`src/rtl/code_lock_pkg.sv`:
```
// Shared key codes, lock FSM states and timer sizing for the keypad code lock.
package code_lock_pkg;

  localparam logic [3:0] KEY_ENTER = 4'hF;
  localparam logic [3:0] KEY_CLEAR = 4'hE;

  typedef enum logic [2:0] {
    ST_LOCKED,
    ST_ENTRY,
    ST_OPEN,
    ST_SET_NEW,
    ST_LOCKOUT
  } lock_state_t;

  function automatic int timer_width(input int max);
    return $clog2(max + 1);
  endfunction

endpackage

```
`src/rtl/keypad_debounce.sv`:
```
// Registers, decodes and debounces the 4x4 keypad; one key_valid strobe per press,
// DEBOUNCE+2 cycles after a stable pattern appears. No backpressure: strobes are fire-and-forget.
module keypad_debounce
  import code_lock_pkg::*;
#(
  parameter int DEBOUNCE = 16
) (
  input  logic       clock,
  input  logic       reset,
  input  logic [7:0] conv8,
  output logic       key_valid,
  output logic [3:0] key_code
);

  localparam int CW = timer_width(DEBOUNCE);
  localparam logic [1:0] K_IDLE = 2'd0;
  localparam logic [1:0] K_KEY  = 2'd1;
  localparam logic [1:0] K_BAD  = 2'd2;

  logic [7:0]    conv_q;
  logic [1:0]    kind;
  logic [3:0]    code;
  logic [5:0]    tag;
  logic [5:0]    cand_q;
  logic [CW-1:0] cnt_q;
  logic          armed_q;
  logic          stable;

  // Exact-match decode: multi-hot, bit7 or a missing row/column all fall to K_BAD.
  always_comb begin
    kind = K_KEY;
    code = 4'h0;
    case (conv_q)
      8'h00: kind = K_IDLE;
      8'h41: code = 4'h1;
      8'h21: code = 4'h2;
      8'h11: code = 4'h3;
      8'h42: code = 4'h4;
      8'h22: code = 4'h5;
      8'h12: code = 4'h6;
      8'h44: code = 4'h7;
      8'h24: code = 4'h8;
      8'h14: code = 4'h9;
      8'h48: code = KEY_ENTER;
      8'h28: code = 4'h0;
      8'h18: code = KEY_CLEAR;
      default: kind = K_BAD;
    endcase
  end

  assign tag    = {kind, code};
  assign stable = (tag == cand_q) && (cnt_q == CW'(DEBOUNCE));

  always_ff @(posedge clock) begin
    if (!reset) begin
      conv_q    <= 8'h00;
      cand_q    <= {K_IDLE, 4'h0};
      cnt_q     <= '0;
      armed_q   <= 1'b1;
      key_valid <= 1'b0;
      key_code  <= 4'h0;
    end else begin
      conv_q    <= conv8;
      key_valid <= 1'b0;
      if (tag != cand_q) begin
        cand_q <= tag;
        cnt_q  <= CW'(1);
      end else if (cnt_q != CW'(DEBOUNCE)) begin
        cnt_q <= cnt_q + CW'(1);
      end
      // A debounced release re-arms; a debounced press fires once and disarms.
      if (stable) begin
        if (kind == K_IDLE) begin
          armed_q <= 1'b1;
        end else if (kind == K_KEY && armed_q) begin
          key_valid <= 1'b1;
          key_code  <= code;
          armed_q   <= 1'b0;
        end
      end
    end
  end

endmodule

```
`src/rtl/code_lock_ctrl.sv`:
```
// Keypad code lock: debounced entry, compare, lockout, auto-relock and code change.
// FSM acts on the key_valid cycle, status changes one edge later; no backpressure.
module code_lock_ctrl
  import code_lock_pkg::*;
#(
  parameter int                   DIGITS         = 4,
  parameter logic [4*DIGITS-1:0]  DEFAULT_CODE   = 16'h2433,
  parameter int                   MAX_WRONG      = 3,
  parameter int                   DEBOUNCE       = 16,
  parameter int                   TIMEOUT        = 100000,
  parameter int                   OPEN_CYCLES    = 50000,
  parameter int                   LOCKOUT_CYCLES = 200000
) (
  input  logic                clock,
  input  logic                reset,
  input  logic [7:0]          conv8,
  input  logic                set_1,
  output logic                open,
  output logic                locked,
  output logic                alarm,
  output logic                set_mode,
  output logic                change,
  output logic [4*DIGITS-1:0] data,
  output logic [3:0]          count_wrong,
  output logic                key_valid,
  output logic [3:0]          key_code
);

  localparam int W     = 4 * DIGITS;
  localparam int TMAX0 = (TIMEOUT > OPEN_CYCLES) ? TIMEOUT : OPEN_CYCLES;
  localparam int TMAX  = (TMAX0 > LOCKOUT_CYCLES) ? TMAX0 : LOCKOUT_CYCLES;
  localparam int TW    = timer_width(TMAX);
  localparam int NW    = timer_width(DIGITS);

  localparam logic [TW-1:0] T_IDLE_LAST = TW'(TIMEOUT - 1);
  localparam logic [TW-1:0] T_OPEN_LAST = TW'(OPEN_CYCLES - 1);
  localparam logic [TW-1:0] T_LOCK_LAST = TW'(LOCKOUT_CYCLES - 1);

  lock_state_t   state_q, state_d;
  logic [W-1:0]  data_q, data_d, code_q, code_d, data_shift;
  logic [NW-1:0] cnt_q, cnt_d;
  logic [3:0]    wrong_q, wrong_d, wrong_inc;
  logic [TW-1:0] timer_q, timer_d;
  logic          change_d;
  logic          is_digit, is_enter, is_clear, full;

  keypad_debounce #(.DEBOUNCE(DEBOUNCE)) u_keypad (
    .clock     (clock),
    .reset     (reset),
    .conv8     (conv8),
    .key_valid (key_valid),
    .key_code  (key_code)
  );

  assign is_digit  = key_valid && (key_code <= 4'd9);
  assign is_enter  = key_valid && (key_code == KEY_ENTER);
  assign is_clear  = key_valid && (key_code == KEY_CLEAR);
  assign full      = (cnt_q == NW'(DIGITS));
  assign wrong_inc = (wrong_q == 4'hF) ? wrong_q : wrong_q + 4'd1;

  always_comb begin
    state_d    = state_q;
    data_d     = data_q;
    code_d     = code_q;
    cnt_d      = cnt_q;
    wrong_d    = wrong_q;
    change_d   = 1'b0;
    timer_d    = (state_q == ST_LOCKED) ? '0 : timer_q + TW'(1);
    data_shift = data_q << 4;
    data_shift[3:0] = key_code;

    case (state_q)
      ST_LOCKED: begin
        if (is_digit) begin
          data_d  = data_shift;
          cnt_d   = NW'(1);
          state_d = ST_ENTRY;
        end
      end
      ST_ENTRY, ST_SET_NEW: begin
        if (key_valid) timer_d = '0;
        if (is_digit) begin
          if (cnt_q < NW'(DIGITS)) begin
            data_d = data_shift;
            cnt_d  = cnt_q + NW'(1);
          end
        end else if (is_clear || (!key_valid && timer_q == T_IDLE_LAST)) begin
          data_d  = '0;
          cnt_d   = '0;
          state_d = ST_LOCKED;
        end else if (is_enter) begin
          data_d  = '0;
          cnt_d   = '0;
          state_d = ST_LOCKED;
          if (state_q == ST_SET_NEW) begin
            if (full) begin
              code_d   = data_q;
              change_d = 1'b1;
            end
          end else if (full && data_q == code_q) begin
            state_d = ST_OPEN;
            wrong_d = '0;
          end else begin
            wrong_d = wrong_inc;
            if (wrong_inc >= 4'(MAX_WRONG)) state_d = ST_LOCKOUT;
          end
        end
      end
      ST_OPEN: begin
        // set_1 takes priority over a same-cycle relock.
        if (set_1) begin
          data_d  = '0;
          cnt_d   = '0;
          state_d = ST_SET_NEW;
        end else if (is_clear || timer_q == T_OPEN_LAST) begin
          state_d = ST_LOCKED;
        end
      end
      ST_LOCKOUT: begin
        if (timer_q == T_LOCK_LAST) begin
          wrong_d = '0;
          state_d = ST_LOCKED;
        end
      end
      default: state_d = ST_LOCKED;
    endcase

    if (state_d != state_q) timer_d = '0;
  end

  always_ff @(posedge clock) begin
    if (!reset) begin
      state_q <= ST_LOCKED;
      data_q  <= '0;
      code_q  <= DEFAULT_CODE;
      cnt_q   <= '0;
      wrong_q <= '0;
      timer_q <= '0;
      change  <= 1'b0;
    end else begin
      state_q <= state_d;
      data_q  <= data_d;
      code_q  <= code_d;
      cnt_q   <= cnt_d;
      wrong_q <= wrong_d;
      timer_q <= timer_d;
      change  <= change_d;
    end
  end

  assign locked      = (state_q == ST_LOCKED);
  assign open        = (state_q == ST_OPEN);
  assign alarm       = (state_q == ST_LOCKOUT);
  assign set_mode    = (state_q == ST_SET_NEW);
  assign data        = data_q;
  assign count_wrong = wrong_q;

endmodule

```
`config.mk`:
```
export PLATFORM = sky130hd
export DESIGN_NAME = code_lock_ctrl
export DESIGN_NICKNAME = d
export VERILOG_FILES = /design/src/rtl/code_lock_pkg.sv /design/src/rtl/keypad_debounce.sv /design/src/rtl/code_lock_ctrl.sv
export SDC_FILE = /design/constraint.sdc
export NUM_CORES = 1
export LEC_CHECK = 0
export BUFFER_PORTS_ARGS = -buffer_cell sky130_fd_sc_hd__buf_2
export CAP_MARGIN = 10
export CELL_PAD_IN_SITES_DETAIL_PLACEMENT = 1
export CELL_PAD_IN_SITES_GLOBAL_PLACEMENT = 1
export CORE_ASPECT_RATIO = 0.7
export CORE_MARGIN = 3
export CORE_UTILIZATION = 30
export CTS_CLUSTER_SIZE = 30
export DETAILED_ROUTE_END_ITERATION = 6
export PLACE_DENSITY_LB_ADDON = 0.1
export SLEW_MARGIN = 20
export SYNTH_ARGS = -nofsm -noshare
export SYNTH_HDL_FRONTEND = slang
export SYNTH_SLANG_ARGS = --single-unit
export TNS_END_PERCENT = 20
```
`constraint.sdc`:
```
create_clock -name clock -period 4.3 [get_ports clock]
set_clock_uncertainty 0.2 [all_clocks]
set_input_delay 0.215 -clock clock [delete_from_list [all_inputs] [get_ports clock]]
set_output_delay 0.215 -clock clock [all_outputs]
set_load 0.02 [all_outputs]
```
==> flow_summary.toml <==
[status]
status = "completed"

[clock_tree]
number_of_clock_buffers_inserted_by_tritoncts = 9
clock_tree_root_buffer_cell = "clkbuf_16"
ctsLongestPathBuffers = 2
cts.clk_slew.worst_paths_ps = 70
clock_sinks = 86
tritoncts = "done"
cts_htree_levels = 3
post-cts-setup-buffers = 0
worst_skew_pair.late_latency_ps = 340

[global_route]
largest_net_degree_at_the_start_of_global_routing = 38
number_of_antenna_violations_at_the_first_check_in_global_routing = 0
vias_in_the_first_global_route = 3695
grt_pass1_wl_um = 19300
globalRouteTotalUtil_pct = 15.3
grt_overflow_total = 0

[setup_path]
critical_path.reg2reg.startpoint = "u_keypad.conv_q[6]"
crit_path_start_kind = "flop"
critical_path.slowest_cell = "or4b_1"
path_cells = "or4b_4 > or4b_1 > a221oi_2 > xor2_1 > nor4_2 > nand3_2 > mux2_4"
worst_setup_path_end_kind = "flop"
slowest_delay_ps = 520
required_ps = 4330
critical_path_class = "reg2reg"
timing.critical_path.fanout_max = 9
cp-startpoint = "u_keypad.conv_q[6]"
worst_ep_arrival_time_ps = 3260

[sta]
fmax_mhz = 309
final-max-slew-violation-count = 0
worstMarginPinSlew_ps = 855
final_min_period_over_clock_period_pct = 75.2
timing.final.hold_violations = 0
setup_viol_count_final = 0
time_the_worst_path_needs_with_i_o_delays_and_setup_ps = 3230
finalSetupTns_ps = 0
timing.slew.headroom_pct = 42.8
rsz_0062_raised_after_global_routing = "false"

[yosys]
netlist_area_mm2 = 0.00420
asyncSetResetFlopFracSynth_pct = 0
ys.warnings.count = 0
ys_ff_latch = 86
share_of_the_yosys_chip_area_belonging_to_registers_pct = 41.0
syn-instance-count = 507
synth_enable_flop_cells = 0
dominantRegCellSynth = "dfxtp_1"
postSynthNetCount = 524
post_synth_num_cell_types = 63
synth_area_per_cell_um2 = 8.28

[cells_and_area]
drive_gt1_share_pct = 13.0
area_growth_syn_to_layout_pct = 16.9
antennaDiodeCount = 0
fin_nets = 557

[placement]
detailed_placement_hpwl_um = 8160
numPortBuffers = 40
routabilityCongestion = 0.804

[hold_path]
timing.hold.worst.class = "in2reg"
holdCritStartpoint = "set_1"

[route]
avgRoutedWirePerCell_um = 15.8
vias_per_cell = 5.00
num_vias = 3648
route.antenna.remaining_nets = 0
drt_pass1_iterations = 4
drt-total-wl_um = 11500
detailedRoute.firstIterationViolations = 178
route.detailed.drc = 0

[power_and_ir_drop]
report.power.total_mw = 1.71
ir_drop_mv = 0.162
power_leakage_nw = 1.86
power_density_mw_per_mm2 = 349

[floorplan]
floorplan.io_pins = 41
initial_utilization_pct = 31.3
design.die.area_mm2 = 0.0155
horiz_die_dim_um = 147
std_cell_rows = 35
core-area_mm2 = 0.0134
chipHeight_um = 105

[job]
max-cap-violations = 0
cells in the mapped netlist (2+ instances only):
| library cell | number | area, um^2 |
|---|---|---|
| a21oi_1 | 36 | 180 |
| buf_6 | 2 | 22.5 |
| nor4bb_1 | 4 | 40.0 |
| nand4_1 | 8 | 50.1 |
| a32oi_1 | 3 | 26.3 |
| nand4b_1 | 2 | 17.5 |
| a311oi_1 | 2 | 17.5 |
| nor4b_1 | 3 | 26.3 |
| a21boi_0 | 2 | 15.0 |
| nor4_1 | 7 | 43.8 |
| buf_1 | 2 | 7.51 |
| dfxtp_1 | 86 | 1720 |
| a211o_1 | 2 | 17.5 |
| or3_1 | 2 | 12.5 |
| xor2_1 | 33 | 289 |
| a31oi_1 | 3 | 18.8 |
| xnor2_1 | 10 | 87.6 |
| nand3b_1 | 3 | 22.5 |
| and2_1 | 13 | 81.3 |
| nor2b_1 | 5 | 31.3 |
| clkbuf_1 | 20 | 75.1 |
| nor3b_1 | 5 | 37.5 |
| o211ai_1 | 4 | 30.0 |
| o21ai_0 | 10 | 50.1 |
| o21a_1 | 3 | 22.5 |
| and4_1 | 2 | 17.5 |
| inv_1 | 14 | 52.6 |
| nand2b_1 | 5 | 31.3 |
| ha_1 | 6 | 75.1 |
| nand3_1 | 43 | 215 |
| or4b_1 | 2 | 20.0 |
| buf_2 | 4 | 20.0 |
| or4_1 | 2 | 15.0 |
| nand2_1 | 73 | 274 |
| nor2_1 | 43 | 161 |
| o22ai_1 | 4 | 25.0 |
| mux2i_1 | 4 | 40.0 |
| or2_2 | 2 | 12.5 |
| and3_1 | 5 | 31.3 |
| nor3_1 | 5 | 25.0 |
flip-flops by register name (all words and copies together), names as in the netlist:
register / cells
u_keypad.key_valid: 1
timer_q: 18
u_keypad.key_code: 4
cnt_q: 3
u_keypad.cnt_q: 5
u_keypad.cand_q: 6
u_keypad.armed_q: 1
code_q: 16
u_keypad.conv_q: 8
change: 1
state_q: 3
count_wrong: 4
data: 16
layout by cell type (no fill, tap or decap), drive strengths merged, types with 12 or more instances in the layout:
cell	n
and2	13
xor2	33
nand2	73
nor2	43
a21oi	36
dfxtp	86
clkbuf	12
nand3	44
buf	42
inv	17
routing by layer:
layer  vias up  global-route usage [%]  share of wire, %
met2        55                    23.5                43
met5         -                       0                 0
met3         8                    4.07               3.6
li1       1832                       -                 -
met4         0                    3.39              0.97
met1      1753                    21.5                53
cell families (layout without fill, tap and decap cells):
group           count (synthesis)  in the layout  share of synthesized area (%)
compound gates                 84             84                           13.3
buf+inv                        43             81                           4.32
xor+xnor                       43             43                           8.97
simple gates                  240            240                           29.3
flops                          86             86                           41.0
mux                             5              5                           1.31
fa+ha+maj                       6              6                           1.79
worst max-delay path, delay by kind of cell, from the launching register on:
family	cells	cell delay, ps
simple gates	4	1670
flops	1	490
compound gates	1	300
xor+xnor	1	120
mux	1	340
power by group:
group          internal, mW  leakage (nW)  total [mW]  switching, mW
combinational        0.0347          1.01      0.0834         0.0487
sequential            0.805         0.696       0.819         0.0136
clock                 0.485         0.154       0.809          0.324
worst paths after layout:
| path | end | slack (ps) | cells past startpoint |
|---|---|---|---|
| hold reg to reg | code_q[2] | 270 | 2 |
| hold / removal | state_q[1] | 30 | 3 |
| setup / recovery | u_keypad.key_code[2] | 1070 | 7 |
| setup reg to reg | u_keypad.key_code[2] | 1070 | 7 |
per-stage QoR:
step	hold slack [ps]	setup slack [ps]	instance area, um^2	util (%)	cells
6_report	34.4	1070	4910	36.6	730
5_1_grt	54.5	865	4910	36.6	730
4_1_cts	22.3	1040	4910	36.6	730
3_5_place_dp	229	1040	4520	33.7	706
3_3_place_gp	221	1120	4520	33.7	706
2_1_floorplan	142	1330	4200	-	507
cell type report:
class / instances / area (um^2)
inverters: 15 / 56.3
fillers: 1646 / 8490
multi-input cells: 378 / 2300
flip-flops and latches: 86 / 1720
clock buffers: 12 / 256
clock inverters: 4 / 52.6
repair buffers: 50 / 295
well taps: 185 / 231
repair_timing:
action	in CTS	in global routing
hold endpoints to repair	8	0
hold buffers	8	0
resized for setup	0	0
Note: power is estimated with default switching activity, not from simulation.
